`config.mk`:
```
export PLATFORM = sky130hd
export DESIGN_NAME = stopwatch_ctrl
export DESIGN_NICKNAME = d
export VERILOG_FILES = /design/src/rtl/stopwatch_ctrl.sv
export SDC_FILE = /design/constraint.sdc
export NUM_CORES = 1
export LEC_CHECK = 0
export ABC_AREA = 1
export BUFFER_PORTS_ARGS = -buffer_cell sky130_fd_sc_hd__clkbuf_2
export CORE_MARGIN = 2
export CORE_UTILIZATION = 33
export CTS_CLUSTER_DIAMETER = 40
export CTS_CLUSTER_SIZE = 40
export DETAILED_ROUTE_END_ITERATION = 6
export HOLD_SLACK_MARGIN = 0.05
export PLACE_DENSITY_LB_ADDON = 0.2
export RECOVER_POWER = 100
export SLEW_MARGIN = 20
export SYNTH_ARGS = -nofsm -noshare
export SYNTH_HDL_FRONTEND = slang
export SYNTH_SLANG_ARGS = --single-unit
```
`constraint.sdc`:
```
create_clock -name i_clk -period 1.65 [get_ports i_clk]
set_input_delay 0.33 -clock i_clk [delete_from_list [all_inputs] [get_ports i_clk]]
set_output_delay 0.33 -clock i_clk [all_outputs]
set_load 0.05 [all_outputs]
```
`src/rtl/stopwatch_ctrl.sv`:
```
// rtl/stopwatch_ctrl.sv - sequencing controller for a 00.00-99.99 BCD stopwatch
//
// Purpose: runs the start/stop and lap/reset state machine, prescales the
// system clock into a count enable, issues the counter clear pulse, freezes
// the displayed value for lap times and flags wrap-around of the counters.
//
// Ports:
//   i_clk      system clock, all state on posedge
//   i_rst      asynchronous active-high reset
//   i_ss       start/stop request, single-cycle pulse
//   i_lr       lap/reset request, single-cycle pulse
//   i_cnt_in   live counter value {sec_tens, sec_ones, cs_tens, cs_ones}, BCD
//   i_cnt_up   carry-out of the high counter pair (99.99 -> 00.00 wrap)
//   o_ce_out   count enable to the low counter pair, one-cycle pulse
//   o_cnt_rst  registered clear pulse to both counter pairs
//   o_disp     value for the display driver, BCD
//   o_running  high in RUN and LAPRUN
//   o_lap      high while the display is frozen (LAPRUN)
//   o_ovf      sticky: counters wrapped since the last clear
module stopwatch_ctrl #(
  parameter int DIV  = 100000,
  parameter int DIVW = 17
) (
  input  logic        i_clk,
  input  logic        i_rst,
  input  logic        i_ss,
  input  logic        i_lr,
  input  logic [15:0] i_cnt_in,
  input  logic        i_cnt_up,
  output logic        o_ce_out,
  output logic        o_cnt_rst,
  output logic [15:0] o_disp,
  output logic        o_running,
  output logic        o_lap,
  output logic        o_ovf
);

  localparam logic [DIVW-1:0] LP_LAST = DIVW'(DIV - 1);

  typedef enum logic [2:0] {
    ST_IDLE   = 3'd0,
    ST_RUN    = 3'd1,
    ST_LAPRUN = 3'd2,
    ST_PAUSE  = 3'd3,
    ST_CLEAR  = 3'd4
  } state_t;

  state_t          r_state;
  logic [DIVW-1:0] r_presc;
  logic            r_cnt_rst;
  logic [15:0]     r_disp;
  logic            r_ovf;

  logic            w_active;
  logic            w_tick;

  assign w_active = (r_state == ST_RUN) || (r_state == ST_LAPRUN);
  // A tick coinciding with a stopping SS is still issued; the state change
  // only lands on the following edge.
  assign w_tick   = w_active && (r_presc == LP_LAST);

  always_ff @(posedge i_clk or posedge i_rst) begin
    if (i_rst) begin
      r_state   <= ST_IDLE;
      r_presc   <= '0;
      r_cnt_rst <= 1'b0;
      r_disp    <= 16'h0000;
      r_ovf     <= 1'b0;
    end else begin
      // Clear pulse is raised on the edge entering CLEAR so it is high for
      // exactly the CLEAR cycle.
      r_cnt_rst <= 1'b0;

      // SS is tested first everywhere so it wins over a simultaneous LR.
      case (r_state)
        ST_IDLE: begin
          if (i_ss) r_state <= ST_RUN;
        end
        ST_RUN: begin
          if (i_ss)      r_state <= ST_PAUSE;
          else if (i_lr) r_state <= ST_LAPRUN;
        end
        ST_LAPRUN: begin
          if (i_ss)      r_state <= ST_PAUSE;
          else if (i_lr) r_state <= ST_RUN;
        end
        ST_PAUSE: begin
          if (i_ss) begin
            r_state <= ST_RUN;
          end else if (i_lr) begin
            r_state   <= ST_CLEAR;
            r_cnt_rst <= 1'b1;
          end
        end
        ST_CLEAR: r_state <= ST_IDLE;
        default:  r_state <= ST_IDLE;
      endcase

      // PAUSE keeps the partial period so a resumed run is not short-changed.
      if (w_active) begin
        r_presc <= w_tick ? '0 : r_presc + 1'b1;
      end else if (r_state != ST_PAUSE) begin
        r_presc <= '0;
      end

      // Frozen only while LAPRUN is the current state; the RUN->LAPRUN edge
      // itself loads the lap value.
      if (r_state != ST_LAPRUN) begin
        r_disp <= i_cnt_in;
      end

      if (i_cnt_up) begin
        r_ovf <= 1'b1;
      end else if (r_state == ST_CLEAR) begin
        r_ovf <= 1'b0;
      end
    end
  end

  assign o_ce_out  = w_tick;
  assign o_cnt_rst = r_cnt_rst;
  assign o_disp    = r_disp;
  assign o_running = w_active;
  assign o_lap     = (r_state == ST_LAPRUN);
  assign o_ovf     = r_ovf;

endmodule

```
==> results summary <==
The flow ran to the end, but the final reports show violations. The final reports fail on negative setup slack. The die area came out at 6490 um2. The category of the most critical setup path is flop to primary output. The number of antenna violations at the first check in global routing was 0. The first global-routing pass estimated 8410 um of wire. The y dimension of the die is 80.6 um. The worst-path maximum fanout came out at 2.

The number of logic stages on the critical path including buffering is 6. The worst vdd rail ir drop is 0.676 mV. After the first detailed-routing iteration, the DRC count stood at 114.

TritonCTS built the clock tree. STA classifies the critical path endpoint as a primary output. The number of clock sinks came out at 38. The area share of the largest cell type after synthesis is 49.2%. The buffer depth of the longest clock path is 2. In the global route stage, met2 resource usage came out at 29.3%. The post-synthesis share of cell area spent on full adders, half adders and majority gates is 0.647%. The minimum period implied by the final worst setup slack came out at 1.76 ns. Global routing consumed, on the met3 layer, 3.15% of the routing resources. The setup slack of the worst register-to-register path is 0.11 ns. The combinational family with the most area after synthesis is simple AND/OR/NAND/NOR gates. Summing the areas of all xor and xnor instances in the mapped netlist gives 1.81% of the synthesized area. Clock-pin slew was measured on the worst setup and hold paths at 0.08 ns.

The final-report setup violation count is 1. The slowest stage of the critical path belongs to the cell sky130_fd_sc_hd__dfrtp_1. The sequential fraction of the synthesis area is 49.2%. Yosys attributes the largest share of cell area to sky130_fd_sc_hd__dfrtp_1, sky130_fd_sc_hd__nand2_1, sky130_fd_sc_hd__inv_1. The flop and latch count out of synthesis came out at 38. The aggregate global routing overflow is 0.

For this design the top-level I/O count stands at 42. Derived from the worst setup path, the maximum achievable clock frequency is 567 MHz. The via count of the first global-routing pass came out at 1898.

The number of buffers created by CTS is 5. In this run the cell area measured after placement is 2330 um2. For this run, the post-layout net count is 357. The worst setup path is launched from a flop. The all-layer global routing usage came out at 16.8%. The count of cells along the worst hold path came out at 2.

The count of standard-cell rows came out at 27. The average routed wire per standard cell came out at 11.9 um. The largest stage delay on the critical path is 0.40 ns. The depth of the most critical reg-to-reg path is 9. The data required time at the worst endpoint came out at 1.32 ns. The wire-length estimate of the detail-placed layout is 3320 um. For this run, global-route usage on met1 was measured as 20.5%. The per-instance average area after synthesis came out at 7.44 um2. The placeable core region is 5570 um2.

The register cell area after layout came out at 951 um2. The finished cells cover 2610 um2. The final cycle utilization of the critical path is 107%. Yosys mapped the design onto 25 distinct sky130hd cell types.

The yosys synthesis warning count is 0. The number of vias per cell after detailed routing is 4.63. The overall routed net length is 4870 um.

The last weighted congestion value of the routability-driven placer is 0.900. In the final layout, the multi-input gates occupy 892 um2. The effective utilization at floorplan came out at 34.7%. The simple-gate portion of the synthesized area came out at 35.6%. The worst slew slack as a fraction of its limit came out at 35.7%. Data arrives at the worst endpoint at 1.43 ns.

After detailed routing, the number of remaining DRC violations is 0. 0 antenna diodes ended up in the layout. The total of max-cap violations came out at 0. Cells with a size suffix above 1 make up 21.4% of the layout. Clock latency on the worst-skew pair, taken at its later pin, is 0.29 ns. The pin count of the biggest net entering global routing is 39. The measured slew at the worst slew-check pin is 0.965 ns. The synthesized area came out at 1930 um2.

The count of final hold-check violations came out at 0. Setup repair after global routing could not meet its margin everywhere. In this run the worst hold path is classified as input pin to flop. The slack of the critical path came out at -0.113 ns. The fill cell total of the finished layout came out at 590. The first-pass iteration count of the detailed router came out at 4.

The via count of the routed design came out at 1887. On the final layout, the worst clock skew is 0.00457 ns. The number of nets in the synthesized netlist came out at 282. The power per standard cell area is 1460 nW/um2. The max-slew violation count is 0. The share of synthesized area spent on multiplexers came out at 0%. The share of the core filled with cells came out at 46.8%. The top cell family by delay on the critical path is simple AND/OR/NAND/NOR gates.

The most congested layer reported by global routing is met2. The compound-cell area share of the yosys netlist came out at 6.08%. The count of H-tree levels built during CTS came out at 2.

The count of nets left with antenna violations once routing finished came out at 0. Traced cell by cell, the critical path runs through ha_4 > nand2_4 > nor2_4 > nand2_2 > nor3_4 > buf_12. The critical path buffer and inverter count is 1. The leakage power of the design came out at 1.39 nW. The floorplan step set the die width to 80.6 um. The synthesized design spends more area on one cell type than any other, namely sky130_fd_sc_hd__dfrtp_1. The synthesized netlist cell count came out at 260.

The cell chosen for the clock root is sky130_fd_sc_hd__clkbuf_8. The relative area change from synthesis to final layout came out at 34.9%. The total of buffers placed on input and output ports is 41.
-- layout make-up --
type	count	share of cell area, %
repair buffers	71	16.1
flip-flops and latches	38	36.4
clock inverters	2	2.30
well taps	72	3.45
multi-input cells	189	34.2
clock buffers	6	3.16
inverters	30	4.41
-- cell usage in the layout (no fill, tap or decap) --
master and n:
sky130_fd_sc_hd__nand3_1 18, sky130_fd_sc_hd__clkbuf_2 22, sky130_fd_sc_hd__o22ai_1 1, sky130_fd_sc_hd__nor3_1 2
sky130_fd_sc_hd__inv_4 1, sky130_fd_sc_hd__nor2_2 1, sky130_fd_sc_hd__o211ai_1 1, sky130_fd_sc_hd__ha_4 1
sky130_fd_sc_hd__xor2_1 2, sky130_fd_sc_hd__nor2_1 20, sky130_fd_sc_hd__nand2_1 111, sky130_fd_sc_hd__nand2_2 1
sky130_fd_sc_hd__a21oi_1 1, sky130_fd_sc_hd__nor2_4 1, sky130_fd_sc_hd__nor3_4 1, sky130_fd_sc_hd__bufinv_16 2
sky130_fd_sc_hd__clkbuf_8 6, sky130_fd_sc_hd__inv_1 26, sky130_fd_sc_hd__nand4_1 4, sky130_fd_sc_hd__inv_2 3
sky130_fd_sc_hd__clkbuf_1 21, sky130_fd_sc_hd__o21ai_1 1, sky130_fd_sc_hd__dfrtp_1 38, sky130_fd_sc_hd__o21ai_0 14
sky130_fd_sc_hd__buf_12 1, sky130_fd_sc_hd__nand2_4 2, sky130_fd_sc_hd__a21o_1 1, sky130_fd_sc_hd__nand3_4 2
sky130_fd_sc_hd__buf_6 2, sky130_fd_sc_hd__clkbuf_4 1, sky130_fd_sc_hd__xnor2_1 2, sky130_fd_sc_hd__nand3b_1 1
sky130_fd_sc_hd__buf_4 24, sky130_fd_sc_hd__a21oi_2 1
-- sequential cells by signal, summed over array words and instances (netlist names) --
register   flops
r_presc       17
o_disp        16
r_state        3
o_cnt_rst      1
o_ovf          1
-- kinds of logic after synthesis --
group / after synthesis
adder cells (fa/ha/maj): 1
AND/OR/NAND/NOR: 164
flip-flops: 38
buffers and inverters: 33
XOR/XNOR: 4
AO/OA/AOI/OAI: 20
-- final timing paths --
path | from | end
hold / removal | i_cnt_up | o_ovf$_DFFE_PP0P_
max in group asynchronous | i_rst | r_state[2]$_DFFE_PP0P_
setup reg to reg | r_presc[0]$_DFFE_PP0P_ | r_presc[10]$_DFFE_PP0P_
min in group asynchronous | i_rst | o_disp[7]$_DFFE_PP0N_
hold reg to reg | o_disp[9]$_DFFE_PP0N_ | o_disp[9]$_DFFE_PP0N_
setup / recovery | r_presc[0]$_DFFE_PP0P_ | o_ce_out
-- what timing repair did --
item	CTS	global route
setup buffers	14	4
pin swaps	5	0
hold buffers	0	0
setup endpoints to repair	2	5
gates cloned	0	0
gates resized for setup	8	7
-- stage by stage --
step | hold slack, ns | setup TNS, ns | power, mW | instances | worst slack (ns)
global route | 0.225 | -0.780 | 4.03 | 408 | -0.197
floorplan | 0.403 | -0.00762 | 2.29 | 260 | -0.00762
global placement | 0.453 | 0 | 2.73 | 382 | 0.0900
CTS | 0.145 | -0.117 | 3.90 | 404 | -0.117
finish | 0.220 | -0.113 | 3.81 | 408 | -0.113
detailed placement | 0.457 | 0 | 2.75 | 382 | 0.0615
-- Yosys cell counts --
cell / instances
sky130_fd_sc_hd__nand2_4: 1
sky130_fd_sc_hd__nor2_2: 2
sky130_fd_sc_hd__nand3_4: 1
sky130_fd_sc_hd__o21ai_0: 14
sky130_fd_sc_hd__inv_2: 3
sky130_fd_sc_hd__nand2_2: 2
sky130_fd_sc_hd__buf_2: 3
sky130_fd_sc_hd__nand3_1: 19
sky130_fd_sc_hd__inv_4: 1
sky130_fd_sc_hd__xnor2_1: 2
sky130_fd_sc_hd__xor2_1: 2
sky130_fd_sc_hd__nor3_1: 3
sky130_fd_sc_hd__ha_1: 1
sky130_fd_sc_hd__o22ai_1: 1
sky130_fd_sc_hd__dfrtp_1: 38
sky130_fd_sc_hd__nor2_1: 20
sky130_fd_sc_hd__nand3b_1: 1
sky130_fd_sc_hd__inv_1: 26
sky130_fd_sc_hd__nand4_1: 4
sky130_fd_sc_hd__nand2_1: 111
sky130_fd_sc_hd__o211ai_1: 1
sky130_fd_sc_hd__a21oi_1: 1
sky130_fd_sc_hd__a21o_1: 1
sky130_fd_sc_hd__a21oi_4: 1
sky130_fd_sc_hd__o21ai_1: 1
-- layer usage --
| layer | share of wire (%) | wire (um) |
|---|---|---|
| met5 | 0 | 0 |
| met2 | 49 | 2380 |
| met4 | 1.6 | 76 |
| met1 | 46 | 2220 |
| met3 | 4.0 | 196 |
-- power breakdown --
part           total, mW  switching (mW)  internal (mW)
sequential          1.23           0.120           1.11
clock              0.986           0.341          0.645
combinational       1.59            1.16          0.428
total               3.81            1.63           2.18
Note: power is estimated with default switching activity, not from simulation.
